$ cat src/rtl/nist_test_sequencer_if.sv
// nist_test_sequencer_if: source handshake and engine stream/result bus of the NIST test sequencer.
interface nist_test_sequencer_if #(
    parameter int NUM_TESTS = 3
);
    logic                 src_bit;
    logic                 src_valid;
    logic                 src_ready;
    logic                 eng_rst;
    logic                 eng_bit;
    logic [NUM_TESTS-1:0] eng_pass;
    modport master (input src_bit, src_valid, eng_pass, output src_ready, eng_rst, eng_bit);
    modport slave (output src_bit, src_valid, eng_pass, input src_ready, eng_rst, eng_bit);
endinterface

$ cat src/rtl/nist_test_sequencer.sv
// nist_test_sequencer: buffers one SEQ_LEN-bit sequence and replays it gap-free to the NIST engines for ROUNDS rounds.
// Define SEQ_FAIL_CNT_EN to add saturating per-engine fail counters (fail_cnt).
module nist_test_sequencer #(
    parameter int SEQ_LEN    = 128,
    parameter int NUM_TESTS  = 3,
    parameter int RESULT_LAT = 4,
    parameter int ROUNDS     = 16,
    parameter int ROUND_W    = 8
) (
    input  logic                         clk,
    input  logic                         rst_n,
    input  logic                         start,
    input  logic                         abort,
    nist_test_sequencer_if.master        bus,
    output logic                         busy,
    output logic                         res_valid,
    output logic [NUM_TESTS-1:0]         res_pass,
    output logic [NUM_TESTS-1:0]         pass_vec,
    output logic [ROUND_W-1:0]           round_cnt,
`ifdef SEQ_FAIL_CNT_EN
    output logic [NUM_TESTS*ROUND_W-1:0] fail_cnt,
`endif
    output logic                         done
);
    localparam int CW = $clog2(SEQ_LEN + RESULT_LAT + 1);
    localparam logic [CW-1:0] LAST_BIT = CW'(SEQ_LEN - 1);
    localparam logic [CW-1:0] LAST_LAT = CW'(RESULT_LAT - 1);
    localparam logic [ROUND_W-1:0] LAST_RND = ROUND_W'(ROUNDS - 1);

    if (ROUNDS < 1 || ROUNDS > 2 ** ROUND_W - 1 || SEQ_LEN < 2 || RESULT_LAT < 1) begin : g_cfg_check
        $error("nist_test_sequencer: illegal ROUNDS/ROUND_W/SEQ_LEN/RESULT_LAT combination");
    end

    typedef enum logic [2:0] {IDLE, FLUSH, FILL, STREAM, SETTLE, SAMPLE, DONE} state_t;

    state_t             state;
    logic [SEQ_LEN-1:0] sbuf;
    logic [CW-1:0]      cnt;

    // sbuf is a shift register: bits enter at the top, so the first accepted bit ends up in sbuf[0]
    always_ff @(posedge clk or negedge rst_n) begin
        if (!rst_n) begin
            state         <= IDLE;
            sbuf          <= '0;
            cnt           <= '0;
            busy          <= 1'b0;
            res_valid     <= 1'b0;
            done          <= 1'b0;
            res_pass      <= '0;
            pass_vec      <= '0;
            round_cnt     <= '0;
            bus.src_ready <= 1'b0;
            bus.eng_rst   <= 1'b1;
            bus.eng_bit   <= 1'b0;
`ifdef SEQ_FAIL_CNT_EN
            fail_cnt      <= '0;
`endif
        end else begin
            res_valid <= 1'b0;
            done      <= 1'b0;
            if (abort) begin
                state         <= IDLE;
                busy          <= 1'b0;
                bus.src_ready <= 1'b0;
                bus.eng_rst   <= 1'b1;
                bus.eng_bit   <= 1'b0;
            end else begin
                case (state)
                    IDLE: if (start) begin
                        state     <= FLUSH;
                        busy      <= 1'b1;
                        pass_vec  <= '1;
                        round_cnt <= '0;
`ifdef SEQ_FAIL_CNT_EN
                        fail_cnt  <= '0;
`endif
                    end
                    FLUSH: begin
                        cnt           <= '0;
                        state         <= FILL;
                        bus.src_ready <= 1'b1;
                    end
                    FILL: if (bus.src_valid) begin
                        sbuf <= {bus.src_bit, sbuf[SEQ_LEN-1:1]};
                        cnt  <= cnt + 1'b1;
                        // sbuf[1] still holds the first bit until this final shift lands
                        if (cnt == LAST_BIT) begin
                            state         <= STREAM;
                            cnt           <= '0;
                            bus.src_ready <= 1'b0;
                            bus.eng_rst   <= 1'b0;
                            bus.eng_bit   <= sbuf[1];
                        end
                    end
                    STREAM: begin
                        sbuf        <= {sbuf[0], sbuf[SEQ_LEN-1:1]};
                        cnt         <= (cnt == LAST_BIT) ? '0 : cnt + 1'b1;
                        state       <= (cnt == LAST_BIT) ? SETTLE : STREAM;
                        bus.eng_bit <= (cnt == LAST_BIT) ? 1'b0 : sbuf[1];
                    end
                    SETTLE: begin
                        cnt   <= cnt + 1'b1;
                        state <= (cnt == LAST_LAT) ? SAMPLE : SETTLE;
                    end
                    SAMPLE: begin
                        res_pass    <= bus.eng_pass;
                        res_valid   <= 1'b1;
                        pass_vec    <= pass_vec & bus.eng_pass;
                        round_cnt   <= round_cnt + 1'b1;
                        bus.eng_rst <= 1'b1;
                        done        <= (round_cnt == LAST_RND);
                        state       <= (round_cnt == LAST_RND) ? DONE : FLUSH;
`ifdef SEQ_FAIL_CNT_EN
                        for (int t = 0; t < NUM_TESTS; t++)
                            if (!bus.eng_pass[t] && fail_cnt[t*ROUND_W +: ROUND_W] != '1)
                                fail_cnt[t*ROUND_W +: ROUND_W] <= fail_cnt[t*ROUND_W +: ROUND_W] + 1'b1;
`endif
                    end
                    DONE: begin
                        state <= IDLE;
                        busy  <= 1'b0;
                    end
                    default: state <= IDLE;
                endcase
            end
        end
    end
endmodule
$ cat src/flat_wrapper.sv
// flat-port wrapper written by rule: the top's interface ports become plain ports
module nist_test_sequencer_flat 
#(
    parameter int SEQ_LEN    = 128,
    parameter int NUM_TESTS  = 3,
    parameter int RESULT_LAT = 4,
    parameter int ROUNDS     = 16,
    parameter int ROUND_W    = 8
)
  (clk, rst_n, start, abort, busy, res_valid, res_pass, pass_vec, round_cnt, done, bus_src_bit, bus_src_valid, bus_eng_pass, bus_src_ready, bus_eng_rst, bus_eng_bit);
  nist_test_sequencer_if #(.NUM_TESTS(NUM_TESTS)) bus_i ();
  input  logic clk;
  input  logic rst_n;
  input  logic start;
  input  logic abort;
  output logic busy;
  output logic res_valid;
  output logic [NUM_TESTS-1:0] res_pass;
  output logic [NUM_TESTS-1:0] pass_vec;
  output logic [ROUND_W-1:0] round_cnt;
  output logic done;
  input wire logic [$bits(bus_i.src_bit)-1:0] bus_src_bit;
  input wire logic [$bits(bus_i.src_valid)-1:0] bus_src_valid;
  input wire logic [$bits(bus_i.eng_pass)-1:0] bus_eng_pass;
  output wire logic [$bits(bus_i.src_ready)-1:0] bus_src_ready;
  output wire logic [$bits(bus_i.eng_rst)-1:0] bus_eng_rst;
  output wire logic [$bits(bus_i.eng_bit)-1:0] bus_eng_bit;
  assign bus_i.src_bit = bus_src_bit;
  assign bus_i.src_valid = bus_src_valid;
  assign bus_i.eng_pass = bus_eng_pass;
  assign bus_src_ready = bus_i.src_ready;
  assign bus_eng_rst = bus_i.eng_rst;
  assign bus_eng_bit = bus_i.eng_bit;
  nist_test_sequencer #(.SEQ_LEN(SEQ_LEN), .NUM_TESTS(NUM_TESTS), .RESULT_LAT(RESULT_LAT), .ROUNDS(ROUNDS), .ROUND_W(ROUND_W)) u_core (.clk(clk), .rst_n(rst_n), .start(start), .abort(abort), .bus(bus_i), .busy(busy), .res_valid(res_valid), .res_pass(res_pass), .pass_vec(pass_vec), .round_cnt(round_cnt), .done(done));
endmodule
$ cat config.mk
export PLATFORM = sky130hd
export DESIGN_NAME = nist_test_sequencer_flat
export DESIGN_NICKNAME = d
export VERILOG_FILES = /design/src/rtl/nist_test_sequencer_if.sv /design/src/rtl/nist_test_sequencer.sv /design/src/flat_wrapper.sv
export SDC_FILE = /design/constraint.sdc
export NUM_CORES = 1
export LEC_CHECK = 0
export CAP_MARGIN = 20
export CORE_MARGIN = 4
export CORE_UTILIZATION = 40
export CTS_CLUSTER_DIAMETER = 150
export DETAILED_ROUTE_END_ITERATION = 8
export PLACE_DENSITY = 0.68
export RECOVER_POWER = 25
export SLEW_MARGIN = 20
export SYNTH_ARGS = -nofsm -noshare
export SYNTH_HDL_FRONTEND = slang
export SYNTH_SLANG_ARGS = --single-unit
export TNS_END_PERCENT = 1
$ cat constraint.sdc
create_clock -name clk -period 4.25 [get_ports clk]
set_input_delay 0.85 -clock clk [delete_from_list [all_inputs] [get_ports clk]]
set_output_delay 0.85 -clock clk [all_outputs]
set_load 0.005 [all_outputs]
# After elaboration in Yosys (flattened, before gate mapping)
# Index checks and enable logic that the tools add are counted.
# W data, S select, Z words.
# totals
ff_bits	159
word_cells	82
# op_classes
addsub	2
n_eq_ne	14
n_mux	35
bitwise_logic	2
n_reduce_logical	17
# ops
operator	count
$pmux W128 S2	1
$mux W128	1
$pmux W8 S4	1
$mux W8	3
$mux W3	7
$reduce_and A3 Y1	7
$pmux W3 S6	1
$add A8 B1 Y8 const B	2
$pmux W8 S2	1
$mux W1	15
$reduce_bool A3 Y1	4
$eq A3 B3 Y1 const B	3
$eq A8 B2 Y1 const B	1
$eq A8 B4 Y1 const B	1
$eq A8 B7 Y1 const B	1
$pmux W1 S2	4
$eq A3 B2 Y1 const B	2
$ne A3 B3 Y1 const B	2
$pmux W3 S2	1
$ne A2 B2 Y1 const B	2
$reduce_and A2 Y1	2
$reduce_bool A2 Y1	2
$reduce_bool A4 Y1	1
$and A3 B3 Y3	1
other kinds (4)	4

# Longest topological paths before layout
# logic_depth
depth_word	5
depth_mapped	7

# Least setup slack after synthesis
# OpenSTA, ideal clock, no wires.
# synth_timing
kind	input to register
startpoint	input port abort
endpoint	register u_core.round_cnt[3]
arrival_ps	1764
required_ps	4174
setup_slack_ps	2409
cell_stages	6
path_buffers	1
cell_sequence	buf_2 nand4bb_1 inv_1 a31oi_1 o21ai_0 o21ai_1
# synth_via
elab_chain_cells	2
# synth_lines
item	line	text
from (decl)	flat_wrapper.sv:15	input logic abort;
$not A1 Y1 (no line)	n/a	
$reduce_and A3 Y1 (no line)	n/a	
to (signal assigned)	nist_test_sequencer.sv:109	round_cnt <= round_cnt + 1'b1;
to (decl)	nist_test_sequencer.sv:19	output logic [ROUND_W-1:0] round_cnt,
# Every way passes these cells.
# A chain may end at the register's enable or synchronous reset.

==> metrics <==
outcome finished, violations left; failing checks capacitance limit, slew limit; Post-synth EDFFs 0; Leakage 3.697 nW; Slew Limit Headroom -66.57%; Routed WL 9732 um; WP buf/inv 2; Syn Inst Count ~450; Final Power 3.388 mW; routability cong. 0.8686; drt pass-1 iters 4; Seq/Total Area, Yosys 62.13%; unrepaired setup endpoints after global routing false; Final ANT Viol Nets 0; post_cts resized 0; setup bufs post-CTS 0; Setup WS pre-CTS 1.296 ns; CTS tree built; Cell Area, Placed between 6000 and 7000 um2; share of cells above drive strength 1 14.78%; Hold-fix buffers, CTS 0; setup_tns 0 ns; area of the mapped netlist between 6000 and 7000 um2; CP Cell Sequence clkbuf_2, buf_4; Critical Path RT 4.77 ns; synthesized flop and latch total 159; Overall Global Routing Usage 12.06%; PwrDens 454.8 nW/um2; simple-gate area share of the yosys netlist about 6.7%; post-DR wirelength/cell 13.80 um; dpl cells 673; global-route wire length before repair roughly 18000 um; # DRC 0; row count 45; post-synth top area cell dfrtp_1; Final Hold Viols 0; Initial Utilization approximately two fifths; commonest register cell after synthesis dfrtp_1; Worst Setup Start Kind input pin; vias in the first global route 3642; initial antenna violation count 0; Final Instance Area 7450 um2; Max Root-Sink Buffers 2; Clk pin slew, worst setup/hold paths 0.06 ns; Vias approximately 3500; Final min period 2.726 ns; area taken by multi-input logic gates 2275 um2; clock latency on the worst-skew pair between 0.4 and 0.5 ns; CTS H-Tree Depth 4; sequential cell area 3980 um2; post-synthesis mux area share 22.46%; delay-heaviest family, CP buffers and inverters; largest net degree at the start of global routing 131; Tcrit/Tclk final between 60% and 70%; Ys Warns 0; post-synthesis compound-gate area fraction 5.918%; Synth top area share 61.72%; Slew Viols, Final 105; Final nets 492; ys async rst share 100.0%; Congestion Overflow GR 0; critical path type in2async; Hold Crit Class reg2reg; fillcell total 1342; Post-Synth Adder-Cell Area 0.3906%; Fmax 366.8 MHz; XOR/XNOR Fraction of Synth Area 0%; skew final 0.009441 ns; largest family of logic cells by synthesized area multiplexers; Vias/cell ~5.0; Area growth, synth to finish 16.29%; top cells by instance count after synthesis 158 x dfrtp_1, 96 x mux2_1, 30 x mux2_2, 30 x nand2_1, 14 x nor2_1; Port-buffer cells 28; Clock Sinks 159; root buffer cell clkbuf_16; antenna diode count 0; Syn Nets 463; critical path peak fanout 104; CTS Buf Count 17; final core utilization around half; Setup violations, final 0; estimated wirelength of the detail-placed design 6134 um; Distinct cells, synth 52; Final WS setup roughly 1.5 ns; top cells by area, synth dfrtp_1 62%, mux2_1 17%, mux2_2 5.3%; DIE HEIGHT 134.6 um; Iter 0 DRT Violations 239; worst IR drop on VDD slightly below 300 uV; Ports 29; worst-margin pin slew ~2.5 ns; Worst path slowest cell clkbuf_2; top-count cell post-synth dfrtp_1; Arrival @ worst endpoint 3.25 ns; Die X 134.6 um; Hold Slack 0.4789 ns; die footprint 18100 um2; Mean Syn Cell Area 14.17 um2; CP peak stage delay between 1.5 and 2 ns; Final Non-Filler Cells 705; core area 15430 um2; maxcap violations 1; Setup crit end kind async pin
==> registers in the layout, indices dropped and copies added (netlist names) <==
| signal | cells |
|---|---|
| u_core.cnt | 8 |
| u_core.done | 1 |
| u_core.bus.eng_bit | 1 |
| u_core.bus.eng_rst | 1 |
| u_core.bus.src_ready | 1 |
| u_core.state | 3 |
| u_core.pass_vec | 3 |
| u_core.res_pass | 3 |
| u_core.res_valid | 1 |
| u_core.busy | 1 |
| u_core.sbuf | 128 |
| u_core.round_cnt | 8 |
==> worst paths after layout <==
kind | startpoint | end | slack, ns | depth (start not counted)
min in group asynchronous | rst_n | u_core.sbuf[49]$_DFFE_PN0P_ | 1.22 | 1
hold reg to reg | u_core.sbuf[20]$_DFFE_PN0P_ | u_core.sbuf[19]$_DFFE_PN0P_ | 0.48 | 1
setup / recovery | rst_n | u_core.bus.eng_rst$_DFFE_PN1P_ | 1.52 | 2
setup reg to reg | u_core.state[2]$_DFFE_PN0P_ | u_core.sbuf[43]$_DFFE_PN0P_ | 1.84 | 4
hold / removal | u_core.sbuf[20]$_DFFE_PN0P_ | u_core.sbuf[19]$_DFFE_PN0P_ | 0.48 | 1
max in group clk | abort | u_core.round_cnt[3]$_DFFE_PN0P_ | 1.70 | 7
==> cells by family (layout without fill, tap and decap cells) <==
group,Yosys count,after routing
flops,159,159
compound gates,55,55
simple gates,82,82
buf+inv,26,68
fa+ha+maj,2,2
mux,128,128
==> report_power, final <==
part	internal, mW	switching [mW]	total, mW	leakage (nW)
combinational	0.0999	0.131	0.231	1.22
clock	0.956	0.569	1.53	0.292
sequential	1.57	0.0607	1.63	2.19
total	2.63	0.761	3.39	3.70
==> area by class of cell <==
class	count	area share (%)
Clock buffer	23	6.281
Inverter	4	0.2015
Timing Repair Buffer	32	4.266
Sequential cell	159	53.43
Tap cell	211	3.544
Multi-Input combinational cell	267	30.53
Clock inverter	9	1.747
==> cell usage in the layout (no fill, tap or decap), types with 5 or more instances in the layout <==
cell / count
dfrtp_1: 158
nor2_1: 14
a31oi_1: 5
nand2_1: 30
mux2_1: 96
nand3_1: 10
mux2_2: 30
clkdlybuf4s50_1: 27
a21oi_1: 9
o21ai_1: 10
o21ai_0: 10
clkbuf_16: 17
==> metal layers <==
metal | global-route usage, % | vias to the layer above | share of wire, % | wire length (um)
met5 | 0 | - | 0 | 0
met4 | 5.600 | 0 | 1.6 | 152
met3 | 3.316 | 12 | 3.9 | 380
met2 | 17.79 | 73 | 45 | 4422
met1 | 16.62 | 1764 | 49 | 4776
li1 | - | 1685 | - | -
Note: power is estimated with default switching activity, not from simulation.
